$ cat config.mk
export PLATFORM = sky130hd
export DESIGN_NAME = uart_rx
export DESIGN_NICKNAME = d
export VERILOG_FILES = /design/src/rtl/uart_pkg.sv /design/src/rtl/sync_2ff.sv /design/src/rtl/uart_rx.sv
export SDC_FILE = /design/constraint.sdc
export NUM_CORES = 1
export LEC_CHECK = 0
export CAP_MARGIN = 20
export CORE_ASPECT_RATIO = 0.75
export CORE_MARGIN = 1.5
export CORE_UTILIZATION = 45
export CTS_CLUSTER_DIAMETER = 150
export DETAILED_ROUTE_END_ITERATION = 8
export GPL_ROUTABILITY_DRIVEN = 1
export HOLD_SLACK_MARGIN = 0.06
export RECOVER_POWER = 25
export SLEW_MARGIN = 20
export SYNTH_ARGS = -nofsm -noshare
export SYNTH_HDL_FRONTEND = slang
export SYNTH_SLANG_ARGS = --single-unit
$ cat constraint.sdc
create_clock -name clk_50MHz -period 2.4 [get_ports clk_50MHz]
set_input_delay 0.36 -clock clk_50MHz [delete_from_list [all_inputs] [get_ports clk_50MHz]]
set_output_delay 0.36 -clock clk_50MHz [all_outputs]
set_load 0.1 [all_outputs]
$ cat src/rtl/uart_pkg.sv
// rtl/uart_pkg.sv - shared types, default constants and baud helper for the UART receiver
//
// Contents:
//   rx_state_t      receiver FSM states (IDLE, START, DATA, STOP)
//   DEF_CLK_FREQ_HZ default system clock frequency in Hz
//   DEF_BAUD_RATE   default serial bit rate
//   CNT_W           width of the per-bit clock counter (covers 5208 clocks)
//   clks_per_bit()  integer clocks per serial bit (truncating)
package uart_pkg;

    localparam int DEF_CLK_FREQ_HZ = 50_000_000;
    localparam int DEF_BAUD_RATE   = 9600;
    localparam int CNT_W           = 13;

    typedef enum logic [1:0] {
        IDLE  = 2'd0,
        START = 2'd1,
        DATA  = 2'd2,
        STOP  = 2'd3
    } rx_state_t;

    // Truncation loses at most one clock per bit; at 50 MHz / 9600 this is
    // 0.33 clock per bit, far inside the UART sampling tolerance.
    function automatic int clks_per_bit(input int clk_hz, input int baud);
        return clk_hz / baud;
    endfunction

endpackage

$ cat src/rtl/sync_2ff.sv
// rtl/sync_2ff.sv - generic two-flop synchroniser for a single asynchronous bit
//
// Parameters:
//   RESET_VAL  value both flops take while i_rst is high
// Ports:
//   i_clk  in   destination clock
//   i_rst  in   synchronous active-high reset
//   i_d    in   asynchronous input
//   o_q    out  synchronised output (two clocks of latency)
module sync_2ff #(
    parameter logic RESET_VAL = 1'b1
) (
    input  logic i_clk,
    input  logic i_rst,
    input  logic i_d,
    output logic o_q
);

    logic r_meta;
    logic r_sync;

    always_ff @(posedge i_clk) begin
        if (i_rst) begin
            r_meta <= RESET_VAL;
            r_sync <= RESET_VAL;
        end else begin
            r_meta <= i_d;
            r_sync <= r_meta;
        end
    end

    assign o_q = r_sync;

endmodule

$ cat src/rtl/uart_rx.sv
// rtl/uart_rx.sv - 8N1 UART receiver, LSB first, fixed baud, holds last good byte
//
// Parameters:
//   CLK_FREQ_HZ  system clock frequency in Hz
//   BAUD_RATE    serial bit rate
// Ports:
//   clk_50MHz    in   system clock, rising edge
//   SW0          in   synchronous active-high reset
//   UART2_RX     in   asynchronous serial line, idles high
//   data_out     out  last correctly framed byte, held until the next one
//   data_valid   out  one-cycle pulse when data_out is updated
//   frame_error  out  one-cycle pulse when the stop bit is sampled low
module uart_rx
    import uart_pkg::*;
#(
    parameter int CLK_FREQ_HZ = DEF_CLK_FREQ_HZ,
    parameter int BAUD_RATE   = DEF_BAUD_RATE
) (
    input  logic       clk_50MHz,
    input  logic       SW0,
    input  logic       UART2_RX,
    output logic [7:0] data_out,
    output logic       data_valid,
    output logic       frame_error
);

    localparam int CLKS_PER_BIT = clks_per_bit(CLK_FREQ_HZ, BAUD_RATE);
    localparam int HALF         = CLKS_PER_BIT / 2;

    // Terminal counts: the counter runs 0..N-1, so N clocks elapse per period.
    localparam logic [CNT_W-1:0] LAST_BIT  = CNT_W'(CLKS_PER_BIT - 1);
    localparam logic [CNT_W-1:0] LAST_HALF = CNT_W'(HALF - 1);
    localparam logic [CNT_W-1:0] CNT_ONE   = CNT_W'(1);

    logic             w_rx_s;
    rx_state_t        r_state;
    logic [CNT_W-1:0] r_cnt;
    logic [2:0]       r_bit_idx;
    logic [7:0]       r_shift;
    logic [7:0]       r_data_out;
    logic             r_data_valid;
    logic             r_frame_error;
    logic             r_rx_prev;

    sync_2ff #(
        .RESET_VAL (1'b1)
    ) u_sync_rx (
        .i_clk (clk_50MHz),
        .i_rst (SW0),
        .i_d   (UART2_RX),
        .o_q   (w_rx_s)
    );

    always_ff @(posedge clk_50MHz) begin
        if (SW0) begin
            r_state       <= IDLE;
            r_cnt         <= '0;
            r_bit_idx     <= '0;
            r_shift       <= '0;
            r_data_out    <= 8'h00;
            r_data_valid  <= 1'b0;
            r_frame_error <= 1'b0;
            // Starts high so a line already low at reset release is seen as
            // a falling edge only after it has been high at least once more
            // or via the synchroniser's own reset-high value.
            r_rx_prev     <= 1'b1;
        end else begin
            r_data_valid  <= 1'b0;
            r_frame_error <= 1'b0;
            r_rx_prev     <= w_rx_s;

            case (r_state)
                IDLE: begin
                    // Edge-triggered so a line stuck low after a framing
                    // error cannot re-arm the receiver repeatedly.
                    if (r_rx_prev && !w_rx_s) begin
                        r_cnt   <= '0;
                        r_state <= START;
                    end
                end

                START: begin
                    if (r_cnt == LAST_HALF) begin
                        if (w_rx_s) begin
                            // Line went back high before mid-start: glitch.
                            r_state <= IDLE;
                        end else begin
                            r_cnt     <= '0;
                            r_bit_idx <= '0;
                            r_state   <= DATA;
                        end
                    end else begin
                        r_cnt <= r_cnt + CNT_ONE;
                    end
                end

                DATA: begin
                    // Aligned to mid-start, so every full period lands mid-bit.
                    if (r_cnt == LAST_BIT) begin
                        r_cnt              <= '0;
                        r_shift[r_bit_idx] <= w_rx_s;
                        if (r_bit_idx == 3'd7) begin
                            r_state <= STOP;
                        end else begin
                            r_bit_idx <= r_bit_idx + 3'd1;
                        end
                    end else begin
                        r_cnt <= r_cnt + CNT_ONE;
                    end
                end

                STOP: begin
                    // Leaving at mid-stop leaves half a bit to catch the
                    // next start edge of a back-to-back frame.
                    if (r_cnt == LAST_BIT) begin
                        r_cnt   <= '0;
                        r_state <= IDLE;
                        if (w_rx_s) begin
                            r_data_out   <= r_shift;
                            r_data_valid <= 1'b1;
                        end else begin
                            r_frame_error <= 1'b1;
                        end
                    end else begin
                        r_cnt <= r_cnt + CNT_ONE;
                    end
                end

                default: begin
                    r_state <= IDLE;
                end
            endcase
        end
    end

    assign data_out    = r_data_out;
    assign data_valid  = r_data_valid;
    assign frame_error = r_frame_error;

endmodule

==> flow_summary.json, run 1 <==
{
  "cap_viol_max_count": 0,
  "layout.core_utilization_pct": 52.0,
  "share_of_layout_cells_above_drive_strength_1_pct": 9.73,
  "yosys_register_bits": 39,
  "syn_inst": 212,
  "final-max-slew-violation-count": 0,
  "synth-warning-count": 0,
  "final_min_period_over_clock_period_pct": 88.8,
  "layout.cells.non_filler": 281,
  "cts_resized": 0,
  "area_overhead_of_the_layout_relative_to_synthesis_pct": 12.0,
  "setup_repair_after_global_routing_missed_its_margin": "no",
  "min-delay-path-class": "reg2reg",
  "mostFrequentLayoutCells": "sky130_fd_sc_hd__dfxtp_1, sky130_fd_sc_hd__nor2_1, sky130_fd_sc_hd__mux2i_1, sky130_fd_sc_hd__nand2_1, sky130_fd_sc_hd__nand3_1",
  "input_output_buffers": 12,
  "synthArstFlopShare_pct": 0,
  "die_area_um2": 4560,
  "start_util_pct": 46.5,
  "critPathSlowestCell": "sky130_fd_sc_hd__dfxtp_1",
  "fin_clk_skew_ns": 0.00624,
  "worstRegToRegCells": 6,
  "antenna-diode-count": 0,
  "grt_pass1_vias": 1373,
  "worst_setup_slack_for_register_to_register_paths_ns": 0.27,
  "crit_cells": 6,
  "htreeDepth": 2,
  "hold_path_startpoint": "u_sync_rx.r_meta",
  "worst_setup_hold_path_clk_slew_ns": 0.08,
  "cts_buffers": 5,
  "tightestPinTransition_ns": 1.16,
  "cp.required_ns": 2.61,
  "multi_input_area_um2": 1020,
  "power-per-cell-area_nw_per_um2": 600,
  "crit_chain": "ha_1 > nor3b_1 > and4bb_2 > nand3_1 > nor4_1 > mux2i_1",
  "dieHeight_um": 58.9,
  "tritoncts_num_sinks": 39,
  "vias_per_instance": 5.30,
  "drc_errors": 0,
  "pin_count": 13,
  "post_drt_wl_per_cell_um": 13.5,
  "layout_min_cycle_time_ns": 2.13,
  "synth_top_cell_area_share_pct": 41.7,
  "design_power_total_w": 0.00126,
  "cts_hold_buf": 0,
  "clock_tree_from_tritoncts": "yes",
  "min_path_cells": 1,
  "setup_viol": 0,
  "clk_root_buffer_cell": "sky130_fd_sc_hd__clkbuf_8",
  "regArea_um2": 781,
  "vdd.ir_drop.worst_mv": 0.369,
  "number_of_nets_in_the_final_layout": 231,
  "grt_start_max_net_pins": 22,
  "worst_reg2reg_path_endpoint": "r_shift[4]",
  "dr_total_vias": 1488,
  "num_rows": 20,
  "worst_r2r_src": "r_cnt[0]",
  "post-cts-setup-buffers": 0,
  "clock_latency_reported_for_the_late_side_of_the_worst_skew_pair_ns": 0.28,
  "critPathTopFamily": "simple AND/OR/NAND/NOR gates",
  "timing.max_slew.rel_slack_pct": 22.7,
  "worstSetupStartpointType": "flip-flop",
  "dp.final_hpwl_mm": 2.84,
  "core_area_um2": 4030,
  "worstSetupPathType": "reg2reg",
  "grt_first_pass_wirelength_mm": 6.35,
  "grt_remaining_overflow": 0,
  "data_arrival_time_of_the_critical_path_ns": 2.34,
  "finalWirelength_mm": 3.79,
  "post_synth_num_cell_types": 42,
  "synth_area_leaders": "sky130_fd_sc_hd__dfxtp_1, sky130_fd_sc_hd__nor2_1, sky130_fd_sc_hd__mux2i_1, sky130_fd_sc_hd__xor2_1, sky130_fd_sc_hd__nand3_1",
  "layout_commonest_cell": "sky130_fd_sc_hd__dfxtp_1",
  "numPlacedInstances": 273,
  "achievable-frequency_ghz": 0.469,
  "max_stage_delay_ns": 0.38,
  "number_of_synthesized_flops_with_an_enable_pin": 0,
  "hold_viol": 0,
  "antenna_found_initial": 0,
  "cts.path.max_buffers": 2,
  "yosysTopAreaCell": "sky130_fd_sc_hd__dfxtp_1",
  "synth_nets": 218,
  "critPathMaxFanout": 7,
  "drt_first_pass_iters": 4,
  "syn_area_um2": 1870,
  "timing.setup.tns_ns": 0,
  "die_width_um": 77.5,
  "syn_area_per_cell_um2": 8.83,
  "leakage_nw": 0.807,
  "setup.worst_path.start": "r_cnt[0]",
  "violation_count_after_the_first_detailed_routing_iteration": 85,
  "grt_use_total_pct": 18.1,
  "drt.antenna.violating_nets": 0,
  "seq_total_area_yosys_pct": 41.7,
  "whs_endpoint": "u_sync_rx.o_q",
  "timing.critical_path.buf_inv": 0,
  "crit_path_end_kind": "flip-flop",
  "total_of_fill_cells_in_the_finished_design": 389,
  "dominantRegCellSynth": "sky130_fd_sc_hd__dfxtp_1",
  "gpl.final_weighted_congestion": 0.858,
  "outcome": "finished, final reports clean"
}
-- synthesized netlist by cell type, drive strengths merged (5+ instances only) --
master,instances
dfxtp,39
o21ai,8
mux2i,13
inv,6
buf,5
nand4,6
nand2b,5
o31ai,7
clkbuf,5
xor2,8
nor2,35
nor2b,8
nand3,13
nand2,13
-- routing by layer --
layer	vias up	part of all wire (%)	GRT usage, %	wire length (um)
li1	770	-	-	-
met1	674	53	26.4	2000
met2	42	40	26.4	1500
met3	2	6.9	4.34	262
met4	0	0.66	5.45	25
met5	-	0	0	0
-- metrics by stage --
step                      instance area [um2]  setup WS (ns)  hold slack (ns)
after global routing                     2100          0.115            0.437
after detailed placement                 2020          0.345            0.408
after CTS                                2130          0.285            0.426
final                                    2100          0.270            0.420
after floorplan                          1870          0.601            0.389
after global placement                   2020          0.334            0.411
-- cell type report --
| type | instances | share of cell area [%] |
|---|---|---|
| timing repair buffer | 16 | 4.18 |
| clock buffer | 6 | 3.94 |
| tap | 55 | 3.28 |
| multi-input combinational | 157 | 48.6 |
| clock inverter | 2 | 1.67 |
| sequential | 39 | 37.2 |
| inverter | 6 | 1.07 |
-- cell families after synthesis --
group	Yosys count	share of synthesized area, %
and+or+nand+nor	107	31.7
DFF	39	41.7
muxes	13	6.95
xor gates and xnor gates	8	3.74
AOI/OAI and AO/OA	26	10.1
adders and majority gates	3	2.01
buffers and inverters	16	3.81
-- sequential cells by signal, indices dropped and copies added (netlist names), named ones only --
signal            count
data_out              8
r_shift               8
frame_error           1
u_sync_rx.r_meta      1
r_bit_idx             3
r_cnt                13
data_valid            1
r_state               1
u_sync_rx.o_q         1
r_rx_prev             1
-- worst max path at each step --
| stage | end | slack [ns] |
|---|---|---|
| floorplan | r_cnt[2] | 0.60 |
| global placement | r_shift[4] | 0.33 |
| detailed placement | r_shift[4] | 0.35 |
| CTS | r_shift[4] | 0.29 |
| global route | r_shift[4] | 0.11 |
| finish | r_shift[4] | 0.27 |
-- report_power, final --
group / leakage (nW) / total (W) / switching (W) / internal (W)
clock network: 0.0612 / 0.000560 / 0.000223 / 0.000336
registers: 0.315 / 0.000657 / 0.00000616 / 0.000651
logic: 0.431 / 0.0000419 / 0.0000267 / 0.0000152
Note: power is estimated with default switching activity, not from simulation.
==> inputs of run 2 (changes only) <==
--- a/config.mk
+++ b/config.mk
@@ -12,6 +12,7 @@
 export CTS_CLUSTER_DIAMETER = 150
 export DETAILED_ROUTE_END_ITERATION = 8
 export GPL_ROUTABILITY_DRIVEN = 1
+export GPL_TIMING_DRIVEN = 0
 export HOLD_SLACK_MARGIN = 0.06
 export RECOVER_POWER = 25
 export SLEW_MARGIN = 20
==> flow_summary.json, run 2 (synthesized netlist as in run 1, its figures left out) <==
{
  "outcome": "finished, final reports clean",
  "worst_setup_hold_path_clk_slew_ns": 0.07,
  "antenna-diode-count": 0,
  "clock_tree_from_tritoncts": "yes",
  "post_place_setup_slack_ns": 0.317,
  "pin_count": 13,
  "cts_buffers": 5,
  "violation_count_after_the_first_detailed_routing_iteration": 97,
  "tritoncts_num_sinks": 39,
  "leakage_nw": 0.816,
  "setup.worst_path.start": "r_cnt[3]",
  "finalWirelength_mm": 3.86,
  "hold_viol": 0,
  "drt_first_pass_iters": 4,
  "cap_viol_max_count": 0,
  "postLayoutSetupSlackWorst_ns": 0.192,
  "dp.final_hpwl_mm": 2.79,
  "post-cts-setup-buffers": 0,
  "power.share.sequential_pct": 58.2,
  "dieHeight_um": 58.9,
  "layout_commonest_cell": "sky130_fd_sc_hd__dfxtp_1",
  "clock_power_share_pct": 37.5,
  "drt.antenna.violating_nets": 0,
  "start_util_pct": 46.5,
  "grt_first_pass_wirelength_mm": 6.44,
  "die_area_um2": 4560,
  "drc_errors": 0,
  "worst_reg2reg_path_endpoint": "r_cnt[4]",
  "layout_min_cycle_time_ns": 2.21,
  "final_min_period_over_clock_period_pct": 92.0,
  "vias_per_instance": 5.37,
  "global_route.peak_usage_layer": "met1",
  "setup_repair_after_global_routing_missed_its_margin": "no",
  "core_area_um2": 4030,
  "crit_path_end_kind": "flip-flop",
  "grtUsageMet1_pct": 29.5,
  "setup_viol": 0,
  "htreeDepth": 2,
  "number_of_nets_in_the_final_layout": 237,
  "timing.max_slew.rel_slack_pct": 35.8,
  "critPathMaxFanout": 9,
  "setup.worst_path.end": "r_cnt[4]",
  "fin_clk_skew_ns": 0.00636,
  "worst_r2r_src": "r_cnt[3]",
  "grt_pass1_vias": 1245,
  "hold_path_startpoint": "u_sync_rx.r_meta",
  "top_register": "r_cnt",
  "data_arrival_time_of_the_critical_path_ns": 2.37,
  "grt_use_total_pct": 18.3,
  "grt_start_max_net_pins": 12,
  "num_rows": 20,
  "achievable-frequency_ghz": 0.453,
  "switching_share_pct": 22.6,
  "cts_hold_buf": 0,
  "min-delay-path-class": "reg2reg",
  "input_output_buffers": 12,
  "vdd.ir_drop.worst_mv": 0.387,
  "cts_resized": 0,
  "comb_power_share_pct": 4.3,
  "internal-power_w": 0.000870,
  "worstSetupPathType": "reg2reg",
  "die_width_um": 77.5,
  "worst_setup_slack_for_register_to_register_paths_ns": 0.19,
  "largest_register_ffs": 13,
  "met2_usage_pct": 23.2,
  "dr_total_vias": 1541,
  "grt_remaining_overflow": 0,
  "cts.path.max_buffers": 2,
  "antenna_found_initial": 0,
  "gpl.final_weighted_congestion": 0.868,
  "power-per-cell-area_nw_per_um2": 527,
  "cp.required_ns": 2.56,
  "layout.core_utilization_pct": 52.9,
  "post_drt_wl_per_cell_um": 13.4,
  "share_of_layout_cells_above_drive_strength_1_pct": 7.33,
  "clk_root_buffer_cell": "sky130_fd_sc_hd__clkbuf_8",
  "tightestPinTransition_ns": 0.960,
  "worstSetupStartpointType": "flip-flop",
  "clock_latency_reported_for_the_late_side_of_the_worst_skew_pair_ns": 0.28,
  "global_route.usage.met3_pct": 4.34,
  "final-max-slew-violation-count": 0,
  "mostFrequentLayoutCells": "sky130_fd_sc_hd__dfxtp_1, sky130_fd_sc_hd__nor2_1, sky130_fd_sc_hd__mux2i_1, sky130_fd_sc_hd__nand2_1, sky130_fd_sc_hd__nand3_1",
  "area_overhead_of_the_layout_relative_to_synthesis_pct": 13.9,
  "total_switching_power_w": 0.000253,
  "worstRegToRegCells": 6,
  "timing.setup.tns_ns": 0
}
-- run 2: metal layers --
metal | vias to the layer above | wire length, um
met3 | 5 | 187
met2 | 33 | 1470
met4 | 0 | 34
li1 | 787 | -
met5 | - | 0
met1 | 716 | 2160
-- run 2: critical path, stage by stage (launching register included) --
cell	delay, ns
sky130_fd_sc_hd__dfxtp_1	0.31
sky130_fd_sc_hd__buf_6	0.13
sky130_fd_sc_hd__or4b_1	0.58
sky130_fd_sc_hd__nor4_4	0.33
sky130_fd_sc_hd__o22ai_1	0.31
sky130_fd_sc_hd__o21bai_4	0.34
sky130_fd_sc_hd__nor2_1	0.09
-- run 2: power by group through the flow --
stage	clock network [W]	logic, W	registers [W]
finish	0.000421	0.0000482	0.000654
global route	0.000462	0.0000527	0.000654
CTS	0.000430	0.0000489	0.000654
detailed placement	0	0.0000486	0.000669
global placement	0	0.0000485	0.000669
floorplan	0	0.0000337	0.000668
-- run 2: cell type report --
cell class                 instances  area, um2
buffer                            10       48.8
multi-input combinational        157       1010
sequential                        39        781
clock buffer                       7       76.3
clock inverter                     1       5.00
tap                               55       68.8
fill                             373       1900
timing repair buffer              12        120
inverter                           6       22.5
-- run 2: metrics by stage --
stage | instance area [um2] | std cells | hold slack (ns) | total power (W)
after detailed placement | 2060 | 279 | 0.392 | 0.000717
after floorplan | 1870 | 212 | 0.389 | 0.000702
final | 2130 | 287 | 0.409 | 0.00112
after global routing | 2130 | 287 | 0.429 | 0.00117
after global placement | 2060 | 279 | 0.393 | 0.000717
after CTS | 2140 | 287 | 0.409 | 0.00113
-- run 2: how the worst min path moves through the flow --
stage	slack [ns]	to	depth (start not counted)
after global routing	0.43	u_sync_rx.o_q	1
after detailed placement	0.39	u_sync_rx.o_q	1
final	0.41	u_sync_rx.o_q	1
after global placement	0.39	u_sync_rx.o_q	1
after CTS	0.41	u_sync_rx.o_q	1
after floorplan	0.39	u_sync_rx.o_q	1
==> inputs of run 3 (changes only) <==
--- a/config.mk
+++ b/config.mk
@@ -8,14 +8,15 @@
 export CAP_MARGIN = 20
 export CORE_ASPECT_RATIO = 0.75
 export CORE_MARGIN = 1.5
-export CORE_UTILIZATION = 45
+export CORE_UTILIZATION = 50
 export CTS_CLUSTER_DIAMETER = 150
 export DETAILED_ROUTE_END_ITERATION = 8
 export GPL_ROUTABILITY_DRIVEN = 1
 export GPL_TIMING_DRIVEN = 0
 export HOLD_SLACK_MARGIN = 0.06
+export PLACE_DENSITY = 0.69
 export RECOVER_POWER = 25
-export SLEW_MARGIN = 20
+export SLEW_MARGIN = 25
 export SYNTH_ARGS = -nofsm -noshare
 export SYNTH_HDL_FRONTEND = slang
 export SYNTH_SLANG_ARGS = --single-unit
==> flow_summary.json, run 3 (synthesized netlist as in run 1, its figures left out) <==
{
  "crit_path_end_kind": "flip-flop",
  "worst_r2r_src": "r_cnt[3]",
  "number_of_nets_in_the_final_layout": 237,
  "drt.antenna.violating_nets": 0,
  "timing.max_slew.rel_slack_pct": 35.5,
  "setup_viol": 0,
  "area_overhead_of_the_layout_relative_to_synthesis_pct": 13.0,
  "grt_remaining_overflow": 0,
  "num_rows": 19,
  "grt_use_total_pct": 20.0,
  "layout.core_utilization_pct": 58.6,
  "finalWirelength_mm": 3.66,
  "grt_pass1_vias": 1295,
  "final_min_period_over_clock_period_pct": 93.6,
  "share_of_layout_cells_above_drive_strength_1_pct": 6.96,
  "min-delay-path-class": "reg2reg",
  "max_stage_delay_ns": 0.53,
  "pin_count": 13,
  "grt_start_max_net_pins": 11,
  "antenna_found_initial": 0,
  "postLayoutSetupSlackWorst_ns": 0.155,
  "antenna-diode-count": 0,
  "timing.critical_path.buf_inv": 1,
  "clock_latency_reported_for_the_late_side_of_the_worst_skew_pair_ns": 0.28,
  "worstRegToRegCells": 6,
  "crit_chain": "buf_6 > or4b_1 > nor4_2 > o22ai_2 > o21bai_4 > nor2_1",
  "critPathTopFamily": "simple AND/OR/NAND/NOR gates",
  "power.share.sequential_pct": 59.6,
  "post-route-cell-area_um2": 2120,
  "fin_clk_skew_ns": 0.00461,
  "worst_setup_slack_for_register_to_register_paths_ns": 0.15,
  "final-max-slew-violation-count": 0,
  "core_area_um2": 3610,
  "comb_power_share_pct": 4.4,
  "data_arrival_time_of_the_critical_path_ns": 2.41,
  "clk_root_buffer_cell": "sky130_fd_sc_hd__clkbuf_8",
  "setup.worst_path.start": "r_cnt[3]",
  "clock_tree_from_tritoncts": "yes",
  "post-cts-setup-buffers": 0,
  "hold_path_startpoint": "u_sync_rx.r_meta",
  "cts.path.max_buffers": 2,
  "input_output_buffers": 12,
  "whs_endpoint": "u_sync_rx.o_q",
  "die_area_um2": 4120,
  "worst_reg2reg_path_endpoint": "r_cnt[5]",
  "tritoncts_num_sinks": 39,
  "largest_register_ffs": 13,
  "tightestPinTransition_ns": 0.965,
  "achievable-frequency_ghz": 0.445,
  "die_width_um": 73.7,
  "vias_per_instance": 5.37,
  "clock_power_share_pct": 36.0,
  "drc_errors": 0,
  "total_switching_power_w": 0.000237,
  "top_register": "r_cnt",
  "cts_buffers": 5,
  "leakage_nw": 0.791,
  "power-per-cell-area_nw_per_um2": 519,
  "vdd.ir_drop.worst_mv": 0.373,
  "cp.required_ns": 2.57,
  "cts_hold_buf": 0,
  "dr_total_vias": 1515,
  "htreeDepth": 2,
  "post_place_setup_slack_ns": 0.302,
  "worstSetupStartpointType": "flip-flop",
  "min_path_cells": 1,
  "layout_commonest_cell": "sky130_fd_sc_hd__dfxtp_1",
  "setup_repair_after_global_routing_missed_its_margin": "no",
  "timing.setup.tns_ns": 0,
  "hold_viol": 0,
  "grt_first_pass_wirelength_mm": 6.27,
  "cap_viol_max_count": 0,
  "post_drt_wl_per_cell_um": 13.0,
  "gpl.final_weighted_congestion": 0.830,
  "drt_first_pass_iters": 4,
  "violation_count_after_the_first_detailed_routing_iteration": 135,
  "dp.final_hpwl_mm": 2.61,
  "switching_share_pct": 21.6,
  "dieHeight_um": 56.0,
  "internal-power_w": 0.000860,
  "detailed_place.area_um2": 2060,
  "critPathSlowestCell": "sky130_fd_sc_hd__or4b_1",
  "start_util_pct": 51.8,
  "cts_resized": 0,
  "outcome": "finished, final reports clean",
  "critPathMaxFanout": 9,
  "worstSetupPathType": "reg2reg",
  "layout_min_cycle_time_ns": 2.25,
  "worst_setup_hold_path_clk_slew_ns": 0.07,
  "mostFrequentLayoutCells": "sky130_fd_sc_hd__dfxtp_1, sky130_fd_sc_hd__nor2_1, sky130_fd_sc_hd__mux2i_1, sky130_fd_sc_hd__nand2_1, sky130_fd_sc_hd__nand3_1"
}
==> run 3: area by class of cell <==
cell class,instances,area [um2]
Tap cell,52,65.1
Buffer,10,48.8
Fill cell,352,1500
Inverter,6,22.5
Clock buffer,6,72.6
Multi-Input combinational cell,157,1010
Timing Repair Buffer,12,120
Sequential cell,39,781
==> run 3: worst max-delay path by stage <==
stage                             end  slack [ns]  cells after the start
final                        r_cnt[5]        0.15                      6
after global routing        r_cnt[10]        0.05                      6
after CTS                 data_out[5]        0.24                      1
after detailed placement    r_cnt[10]        0.30                      6
after global placement      r_cnt[10]        0.28                      6
after floorplan              r_cnt[2]        0.60                      6
==> run 3: routing by layer <==
| metal | global-route usage [%] | wire (um) |
|---|---|---|
| met5 | 0 | 0 |
| met4 | 6.35 | 34 |
| met3 | 5.07 | 227 |
| met2 | 24.2 | 1350 |
| met1 | 33.2 | 2040 |
==> run 3: power by group through the flow <==
stage	combinational [W]	clock, W	sequential [W]
after floorplan	0.0000337	0	0.000668
after global placement	0.0000489	0	0.000669
after detailed placement	0.0000482	0	0.000669
after CTS	0.0000484	0.000410	0.000654
after global routing	0.0000536	0.000443	0.000654
final	0.0000481	0.000395	0.000654
==> run 3: per-stage QoR <==
stage / total power [W] / cells / hold WS [ns]
after floorplan: 0.000702 / 212 / 0.389
after global placement: 0.000718 / 276 / 0.391
after detailed placement: 0.000717 / 276 / 0.397
after CTS: 0.00111 / 282 / 0.414
after global routing: 0.00115 / 282 / 0.431
final: 0.00110 / 282 / 0.410
==> run 3: worst register-to-register path, delay by kind of cell, from the launching register on <==
| family | cells | cell delay, ns |
|---|---|---|
| flops | 1 | 0.31 |
| compound gates | 2 | 0.56 |
| simple gates | 3 | 1.13 |
| buf+inv | 1 | 0.13 |
